File: src/rtl/spi_slave_pkg.sv
// Shared SPI slave definitions: bus mode, default geometry and frame state encoding.
package spi_slave_pkg;

    localparam logic        SPI_CPOL            = 1'b0;
    localparam logic        SPI_CPHA            = 1'b0;
    localparam int unsigned DEFAULT_DATA_WIDTH  = 8;
    localparam int unsigned DEFAULT_SYNC_STAGES = 2;

    typedef enum logic {
        ST_IDLE   = 1'b0,
        ST_ACTIVE = 1'b1
    } frame_state_e;

endpackage

File: src/rtl/spi_slave_sync_ff.sv
// Multi-flop synchronizer for a single asynchronous input bit.
module sync_ff #(
    parameter int unsigned STAGES = 2
) (
    input  logic clk_i,
    input  logic rst_i,
    input  logic d_i,
    output logic q_o
);

    localparam int unsigned DEPTH = (STAGES < 2) ? 2 : STAGES;

    logic [DEPTH-1:0] sync_q;

    always_ff @(posedge clk_i) begin
        if (rst_i) begin
            sync_q <= '0;
        end else begin
            sync_q <= {sync_q[DEPTH-2:0], d_i};
        end
    end

    assign q_o = sync_q[DEPTH-1];

endmodule

File: src/rtl/spi_slave.sv
// SPI mode-0 slave, MSB first, oversampled in the clk_i domain; echoes each
// received word back as the next transmitted word.
module spi_slave
    import spi_slave_pkg::*;
#(
    parameter int unsigned DATA_WIDTH  = DEFAULT_DATA_WIDTH,
    parameter int unsigned SYNC_STAGES = DEFAULT_SYNC_STAGES
) (
    input  logic                  clk_i,
    input  logic                  rst_i,
    input  logic                  sclk_i,
    input  logic                  ss_i,
    input  logic                  sdi_i,
    output logic                  sdo_o,
    output logic [DATA_WIDTH-1:0] rx_data_o,
    output logic                  rx_valid_o
);

    localparam int unsigned CNT_W = (DATA_WIDTH > 2) ? $clog2(DATA_WIDTH) : 1;

    logic sclk_s, ss_s, sdi_s;
    logic sclk_lvl_c;
    logic sclk_prev_q, ss_prev_q;
    logic sclk_rise_c, sclk_fall_c, ss_fall_c, ss_rise_c;

    frame_state_e          state_q, state_d;
    logic [DATA_WIDTH-1:0] rx_sr_q, rx_sr_d;
    logic [DATA_WIDTH-1:0] tx_sr_q, tx_sr_d;
    logic [DATA_WIDTH-1:0] echo_q, echo_d;
    logic [DATA_WIDTH-1:0] rx_data_q, rx_data_d;
    logic [CNT_W-1:0]      bit_cnt_q, bit_cnt_d;
    logic                  reload_q, reload_d;
    logic                  rx_valid_q, rx_valid_d;
    logic                  sdo_q, sdo_d;

    sync_ff #(.STAGES(SYNC_STAGES)) u_sync_sclk (
        .clk_i (clk_i),
        .rst_i (rst_i),
        .d_i   (sclk_i),
        .q_o   (sclk_s)
    );

    sync_ff #(.STAGES(SYNC_STAGES)) u_sync_ss (
        .clk_i (clk_i),
        .rst_i (rst_i),
        .d_i   (ss_i),
        .q_o   (ss_s)
    );

    sync_ff #(.STAGES(SYNC_STAGES)) u_sync_sdi (
        .clk_i (clk_i),
        .rst_i (rst_i),
        .d_i   (sdi_i),
        .q_o   (sdi_s)
    );

    // Normalise SCLK so that "rise" is always the sampling edge.
    assign sclk_lvl_c  = sclk_s ^ SPI_CPOL;
    assign sclk_rise_c =  sclk_lvl_c & ~sclk_prev_q;
    assign sclk_fall_c = ~sclk_lvl_c &  sclk_prev_q;
    assign ss_fall_c   = ~ss_s &  ss_prev_q;
    assign ss_rise_c   =  ss_s & ~ss_prev_q;

    always_ff @(posedge clk_i) begin
        if (rst_i) begin
            sclk_prev_q <= 1'b0;
            ss_prev_q   <= 1'b0;
            state_q     <= ST_IDLE;
            rx_sr_q     <= '0;
            tx_sr_q     <= '0;
            echo_q      <= '0;
            rx_data_q   <= '0;
            bit_cnt_q   <= '0;
            reload_q    <= 1'b0;
            rx_valid_q  <= 1'b0;
            sdo_q       <= 1'b0;
        end else begin
            sclk_prev_q <= sclk_lvl_c;
            ss_prev_q   <= ss_s;
            state_q     <= state_d;
            rx_sr_q     <= rx_sr_d;
            tx_sr_q     <= tx_sr_d;
            echo_q      <= echo_d;
            rx_data_q   <= rx_data_d;
            bit_cnt_q   <= bit_cnt_d;
            reload_q    <= reload_d;
            rx_valid_q  <= rx_valid_d;
            sdo_q       <= sdo_d;
        end
    end

    // Frame control: ss edges win over a coincident SCLK edge. A frame only
    // starts on a seen ss falling edge, so a reset mid-frame stays idle.
    always_comb begin
        state_d    = state_q;
        rx_sr_d    = rx_sr_q;
        tx_sr_d    = tx_sr_q;
        echo_d     = echo_q;
        rx_data_d  = rx_data_q;
        bit_cnt_d  = bit_cnt_q;
        reload_d   = reload_q;
        rx_valid_d = 1'b0;

        if (ss_fall_c) begin
            state_d   = ST_ACTIVE;
            bit_cnt_d = '0;
            rx_sr_d   = '0;
            tx_sr_d   = echo_q;
            reload_d  = 1'b0;
        end else if (ss_rise_c) begin
            state_d   = ST_IDLE;
            bit_cnt_d = '0;
            rx_sr_d   = '0;
            reload_d  = 1'b0;
        end else if (state_q == ST_ACTIVE) begin
            if (sclk_rise_c) begin
                rx_sr_d = {rx_sr_q[DATA_WIDTH-2:0], sdi_s};
                if (bit_cnt_q == CNT_W'(DATA_WIDTH - 1)) begin
                    rx_data_d  = rx_sr_d;
                    echo_d     = rx_sr_d;
                    rx_valid_d = 1'b1;
                    bit_cnt_d  = '0;
                    reload_d   = 1'b1;
                end else begin
                    bit_cnt_d = bit_cnt_q + CNT_W'(1);
                end
            end else if (sclk_fall_c) begin
                if (reload_q) begin
                    tx_sr_d  = echo_q;
                    reload_d = 1'b0;
                end else begin
                    tx_sr_d = {tx_sr_q[DATA_WIDTH-2:0], 1'b0};
                end
            end
        end

        sdo_d = (state_d == ST_ACTIVE) ? tx_sr_d[DATA_WIDTH-1] : 1'b0;
    end

    assign sdo_o      = sdo_q;
    assign rx_data_o  = rx_data_q;
    assign rx_valid_o = rx_valid_q;

endmodule

File: config.mk
export PLATFORM = sky130hd
export DESIGN_NAME = spi_slave
export DESIGN_NICKNAME = d
export VERILOG_FILES = /design/src/rtl/spi_slave_pkg.sv /design/src/rtl/spi_slave_sync_ff.sv /design/src/rtl/spi_slave.sv
export SDC_FILE = /design/constraint.sdc
export NUM_CORES = 1
export LEC_CHECK = 0
export BUFFER_PORTS_ARGS = -buffer_cell sky130_fd_sc_hd__buf_4
export CORE_MARGIN = 1
export CORE_UTILIZATION = 34
export CTS_CLUSTER_DIAMETER = 200
export CTS_CLUSTER_SIZE = 10
export DETAILED_ROUTE_END_ITERATION = 8
export PLACE_DENSITY = 0.51
export SYNTH_ARGS = -nofsm -noshare
export SYNTH_HDL_FRONTEND = slang
export SYNTH_SLANG_ARGS = --single-unit
export TNS_END_PERCENT = 1
File: constraint.sdc
create_clock -name clk_i -period 5.43 [get_ports clk_i]
set_clock_uncertainty 0.15 [all_clocks]
set_input_delay 0.543 -clock clk_i [delete_from_list [all_inputs] [get_ports clk_i]]
set_output_delay 0.543 -clock clk_i [all_outputs]
set_load 0.02 [all_outputs]
; After elaboration in Yosys (flattened, before gate mapping)
; Cells that the tools add are included.
[totals]
ff_bits = 38
inputBits = 5
[classes]
n_addsub = 1
n_eq_ne = 4
mux = 13
bitwise = 13
reduce_logical = 10
[op_table]
columns = operator, n
row1 = $mux W8, 6
row2 = $not A1 Y1, 9
row3 = $mux W1, 6
row4 = $reduce_bool A2 Y1, 3
row5 = $reduce_and A5 Y1, 1
row6 = $reduce_or A5 Y1, 1
row7 = $and A1 B1 Y1, 4
row8 = $ne A2 B1 Y1 const B, 2
row9 = $reduce_and A4 Y1, 1
row10 = $add A3 B1 Y3 const B, 1
row11 = $eq A3 B3 Y1 const B, 1
row12 = $mux W3, 1
row13 = $reduce_and A3 Y1, 1
row14 = $reduce_or A3 Y1, 1
row15 = $ne A2 B2 Y1 const B, 1
row16 = $reduce_and A2 Y1, 1
row17 = $reduce_or A2 Y1, 1

; Depth between registers and ports, before layout
[logic_depth]
depth_word = 7
depth_mapped = 7
depth_no_buf = 5

; Hierarchy
; A second synthesis with hierarchy kept.
[unflattened]
hier_cells = 183
hier_area_um2 = 1680.4
[by_module_without_submodules]
columns = mod, n_inst, cells_each, area_per_inst_um2, seq_area_each_um2
row1 = spi_slave, 1, 171, 1522.7, 640.6
row2 = sync_ff, 3, 4, 52.6, 40.0

; Least setup slack after synthesis
; OpenSTA, ideal clock, no wires.
[synth_path]
path_type = register to register
start = reg ss_prev_q
end = reg tx_sr_q[0]
setup_ps = 121
t_arrival_ps = 1465
slack_ps = 3693
stages_incl_launch_ff = 8
path_buffers = 2
period_less_slack_ps = 1737
path_cell_list = dfxtp_1 > inv_1 > ha_1 > and4bb_1 > buf_6 > or2_1 > buf_6 > mux2_4
[synth_via]
elab_chain_len = 4
elab_cells_between_ends = 9
[synth_lines]
columns = element, line
row1 = start: declaration, spi_slave.sv:23  ; logic sclk_prev_q, ss_prev_q;
row2 = start signal: assignment, spi_slave.sv:79  ; ss_prev_q <= ss_s;
row3 = $not A1 Y1, spi_slave.sv:62  ; assign ss_rise_c = ss_s & ~ss_prev_q;
row4 = $and A1 B1 Y1, spi_slave.sv:62
row5 = $ne A2 B2 Y1 (no line), --
row6 = $reduce_and A4 Y1 (no line), --
row7 = end signal: assignment, spi_slave.sv:82  ; tx_sr_q <= tx_sr_d;
row8 = end: declaration, spi_slave.sv:28  ; logic [DATA_WIDTH-1:0] tx_sr_q, tx_sr_d;
; Several ways; a longest one is shown, not always the timed one.
; A chain may end at the register's enable or synchronous reset.

; Final worst setup path
[layout_path]
start = reg u_sync_ss.sync_q[1]
end = reg tx_sr_q[0]
[layout_via]
elab_chain_len = 4
elab_cells_between_ends = 9
[layout_lines]
columns = element, line
row1 = start: declaration, spi_slave_sync_ff.sv:13  ; logic [DEPTH-1:0] sync_q;
row2 = start signal: assignment, spi_slave_sync_ff.sv:19  ; sync_q <= {sync_q[DEPTH-2:0], d_i};
row3 = $not A1 Y1, spi_slave.sv:61  ; assign ss_fall_c = ~ss_s & ss_prev_q;
row4 = $and A1 B1 Y1, spi_slave.sv:61
row5 = $ne A2 B2 Y1 (no line) (tied with other cells), --
row6 = $reduce_and A4 Y1 (no line), --
; Several ways; a longest one is shown, not always the timed one.

==> metrics.md <==
| Metric | Value |
|---|---|
| Skew-Pair Late Insertion Delay | ~0.29 ns |
| Area of the die | about 4900 um2 |
| Synth Area in Compound Gates | between 10% and 20% |
| Post-CTS setup buffer count | 0 |
| Synth top cells by count | 38 x dfxtp_1, 26 x nand2_1, 16 x nand2b_1 |
| Most common cell in the netlist | dfxtp_1 |
| Final worst path period share | 38.6% |
| FF+latch count, synth | 38 |
| Largest net degree at the start of global routing | 36 |
| Clock sinks | 38 |
| Routed Antenna Nets | 0 |
| Synth Area in XOR/XNOR | 0% |
| Sequential-to-total area share from yosys stat | between 40% and 50% |
| Max FO, Critical Path | 12 |
| H-tree level count | 2 |
| Cells after synthesis | about 170 |
| Row cnt | 24 |
| Main combinational cell family by area after synthesis | simple AND/OR/NAND/NOR gates |
| Fin nets | roughly 190 |
| Max-cap violations | 0 |
| Worst Path Required | around 5.5 ns |
| Grt ovf | 0 |
| Cell Area, Synth | 1560 um2 |
| Placed cell count | between 200 and 250 |
| CTS tree | built |
| Hold Path Class | reg2reg |
| First-pass DRT Iterations | 4 |
| GP Congestion | about 0.76 |
| Power Dens Cells | 303 nW/um2 |
| Run status | finished clean |
| Reg-to-Reg Start | u_sync_ss.sync_q[1]$_SDFF_PP0_ |
| Worst Hold Launch | u_sync_sclk.sync_q[0]$_SDFF_PP0_ |
| Hpwl dp | 2110 um |
| Worst Tran Pin Value | ~0.48 ns |
| FF-to-FF End | tx_sr_q[0]$_SDFFE_PP0P_ |
| First-pass GRT wire length | a little over 5000 um |
| Reg clk slew, reported paths | roughly 0.070 ns |
| Final hold violations | 0 |
| Number of global-route vias before repair | about 1200 |
| Crit path buf inv count | 1 |
| Synth cell types | 28 |
| Initial antenna violation count | 0 |
| Worst reg-to-reg path cell count | 5 |
| Worst Hold Path EP | u_sync_sclk.sync_q[1]$_SDFF_PP0_ |
| Synth top area cells | dfxtp_1 49%, mux2i_1 6.4%, nand2b_1 6.4% |
| Port Buf Inserts | 14 |
| Core area | roughly 4400 um2 |
| Simple-Gate Fraction of Synth Area | approximately a quarter |
| Leakage Power | ~0.63 nW |
| Ys async rst share | 0% |
| Post-Syn Nets | around 180 |
| Post-Synth Adder-Cell Area | approximately 3.2% |
| Number of cells on the critical path | 5 |
| Setup_tns | 0 ns |
| Worst path slowest cell | nor2b_1 |
| Startpoint types | flop |
| Number of buffers created by CTS | 5 |
| Avg WL per Cell | 13.0 um |
| Share of cells above drive strength 1 | a little over an eighth |
| Routed wire length | 3010 um |
| Synth-to-Final Area Change | 14.1% |
| # diodes | 0 |
| Synth area leader | dfxtp_1 |
| Max Clk Rate | approximately 480 MHz |
| Post-CTS Resized | 0 |
| Synth Flop Type | dfxtp_1 |
| Clock Tree Buf Depth | 2 |
| Critical path's largest stage delay | ~0.45 ns |
| RSZ-0062 raised after global routing | no |
| Final setup fails | 0 |
| CP Cell Sequence | inv_1 > ha_1 > nor2b_1 > or2_1 > mux2_4 |
| Vias | about 1200 |
| Worst VDD drop | between 0.1 and 0.15 mV |
| Slew headroom | 67.7% |
| Critical Path AT | approximately 2.1 ns |
| GRT Util Overall | 13.3% |
| Syn_area_per_cell | approximately 9.2 um2 |
| DRC | 0 |
| Yosys warns | 0 |
| CTS Root Cell | clkbuf_8 |
| Die X | around 70 um |
| Final Non-Filler Cells | 232 |
| Initial Util | 35.5% |
| Crit path time final | 2.09 ns |
| Die H | approximately 70 um |
| Hold-fix buffers, CTS | 0 |
| Slew Limit Fails | 0 |
| Setup crit end kind | flop |
| Mux contribution to synthesized area | between 8 and 9% |
| CP delay by family, top | simple AND/OR/NAND/NOR gates |
| Vias per Instance | 5.09 |
| WS Path Type | reg2reg |
| Initial drt markers | 62 |
| # IOs | 15 |
| Number of synthesized flops with an enable pin | 0 |
| R2r setup slk | about 3.3 ns |
| Worst Hold Depth | 1 |
| Top cell type's share of synthesized area | between 40% and 50% |
[report_power, final]
part / switching (mW) / internal (mW) / leakage, nW
clock: 0.0986 / 0.135 / 0.0579
combinational: 0.0107 / 0.00859 / 0.263
sequential: 0.00259 / 0.283 / 0.308
total: 0.112 / 0.427 / 0.629
[layout by cell type (no fill, tap or decap)]
| cell | instances |
|---|---|
| a2111oi_0 | 1 |
| a21oi_1 | 11 |
| a311oi_1 | 6 |
| a31oi_1 | 1 |
| and2b_1 | 1 |
| and3_1 | 1 |
| and3b_1 | 1 |
| and4bb_1 | 1 |
| buf_4 | 14 |
| bufinv_16 | 1 |
| clkbuf_8 | 5 |
| clkinv_2 | 2 |
| dfxtp_1 | 38 |
| ha_1 | 4 |
| inv_1 | 4 |
| mux2_2 | 1 |
| mux2_4 | 1 |
| mux2i_1 | 10 |
| nand2_1 | 26 |
| nand2b_1 | 16 |
| nand3_1 | 1 |
| nand3b_1 | 2 |
| nor2_1 | 5 |
| nor2b_1 | 10 |
| nor3_1 | 7 |
| o21ai_0 | 7 |
| o31ai_1 | 1 |
| or2_1 | 1 |
| or3_1 | 1 |
[metrics by stage]
| stage | hold WS (ns) | area [um2] | util [%] | setup slack (ns) | power (mW) |
|---|---|---|---|---|---|
| after floorplan | 0.264 | 1560 | - | 3.69 | 0.306 |
| after global placement | 0.269 | 1670 | 38.1 | 3.49 | 0.311 |
| after detailed placement | 0.283 | 1670 | 38.1 | 3.38 | 0.311 |
| after CTS | 0.302 | 1780 | 40.6 | 3.37 | 0.547 |
| after global routing | 0.324 | 1780 | 40.6 | 3.20 | 0.563 |
| final | 0.295 | 1780 | 40.6 | 3.34 | 0.538 |
[state kept, by name, indices dropped and copies added, names as in the netlist]
register	cells
u_sync_sdi.sync_q	2
rx_data_o	8
tx_sr_q	8
reload_q	1
rx_sr_q	7
rx_valid_o	1
bit_cnt_q	3
state_q	1
sdo_o	1
ss_prev_q	1
sclk_prev_q	1
u_sync_ss.sync_q	2
u_sync_sclk.sync_q	2
[worst max path at each step]
stage / endpoint / slack [ns] / startpoint
global route: tx_sr_q[0]$_SDFFE_PP0P_ / 3.20 / u_sync_ss.sync_q[1]$_SDFF_PP0_
global placement: tx_sr_q[0]$_SDFFE_PP0P_ / 3.49 / u_sync_ss.sync_q[1]$_SDFF_PP0_
CTS: tx_sr_q[0]$_SDFFE_PP0P_ / 3.37 / u_sync_ss.sync_q[1]$_SDFF_PP0_
detailed placement: tx_sr_q[0]$_SDFFE_PP0P_ / 3.38 / u_sync_ss.sync_q[1]$_SDFF_PP0_
finish: tx_sr_q[0]$_SDFFE_PP0P_ / 3.34 / u_sync_ss.sync_q[1]$_SDFF_PP0_
floorplan: tx_sr_q[0]$_SDFFE_PP0P_ / 3.69 / ss_prev_q$_SDFF_PP0_
[logic make-up (layout without fill, tap and decap cells)]
| kind of cell | after synthesis | in the layout |
|---|---|---|
| fa+ha+maj | 4 | 4 |
| compound gates | 27 | 27 |
| simple gates | 73 | 73 |
| buf+inv | 15 | 26 |
| flops | 38 | 38 |
| mux | 12 | 12 |
[layer usage]
metal | global-route usage, % | up-vias | routed length, um
met5 | 0 | - | 0
met4 | 4.67 | 0 | 39
met3 | 5.09 | 5 | 122
met2 | 21.8 | 22 | 1400
met1 | 15.9 | 566 | 1450
li1 | - | 589 | -
[final cells by class]
class / count / area, um2
Tap cell: 52 / 65.1
Timing Repair Buffer: 14 / 105
Inverter: 4 / 15.0
Fill cell: 449 / 2610
Clock inverter: 3 / 40.0
Sequential cell: 38 / 761
Clock buffer: 5 / 68.8
Multi-Input combinational cell: 116 / 723
(Power assumes the default switching activity.)
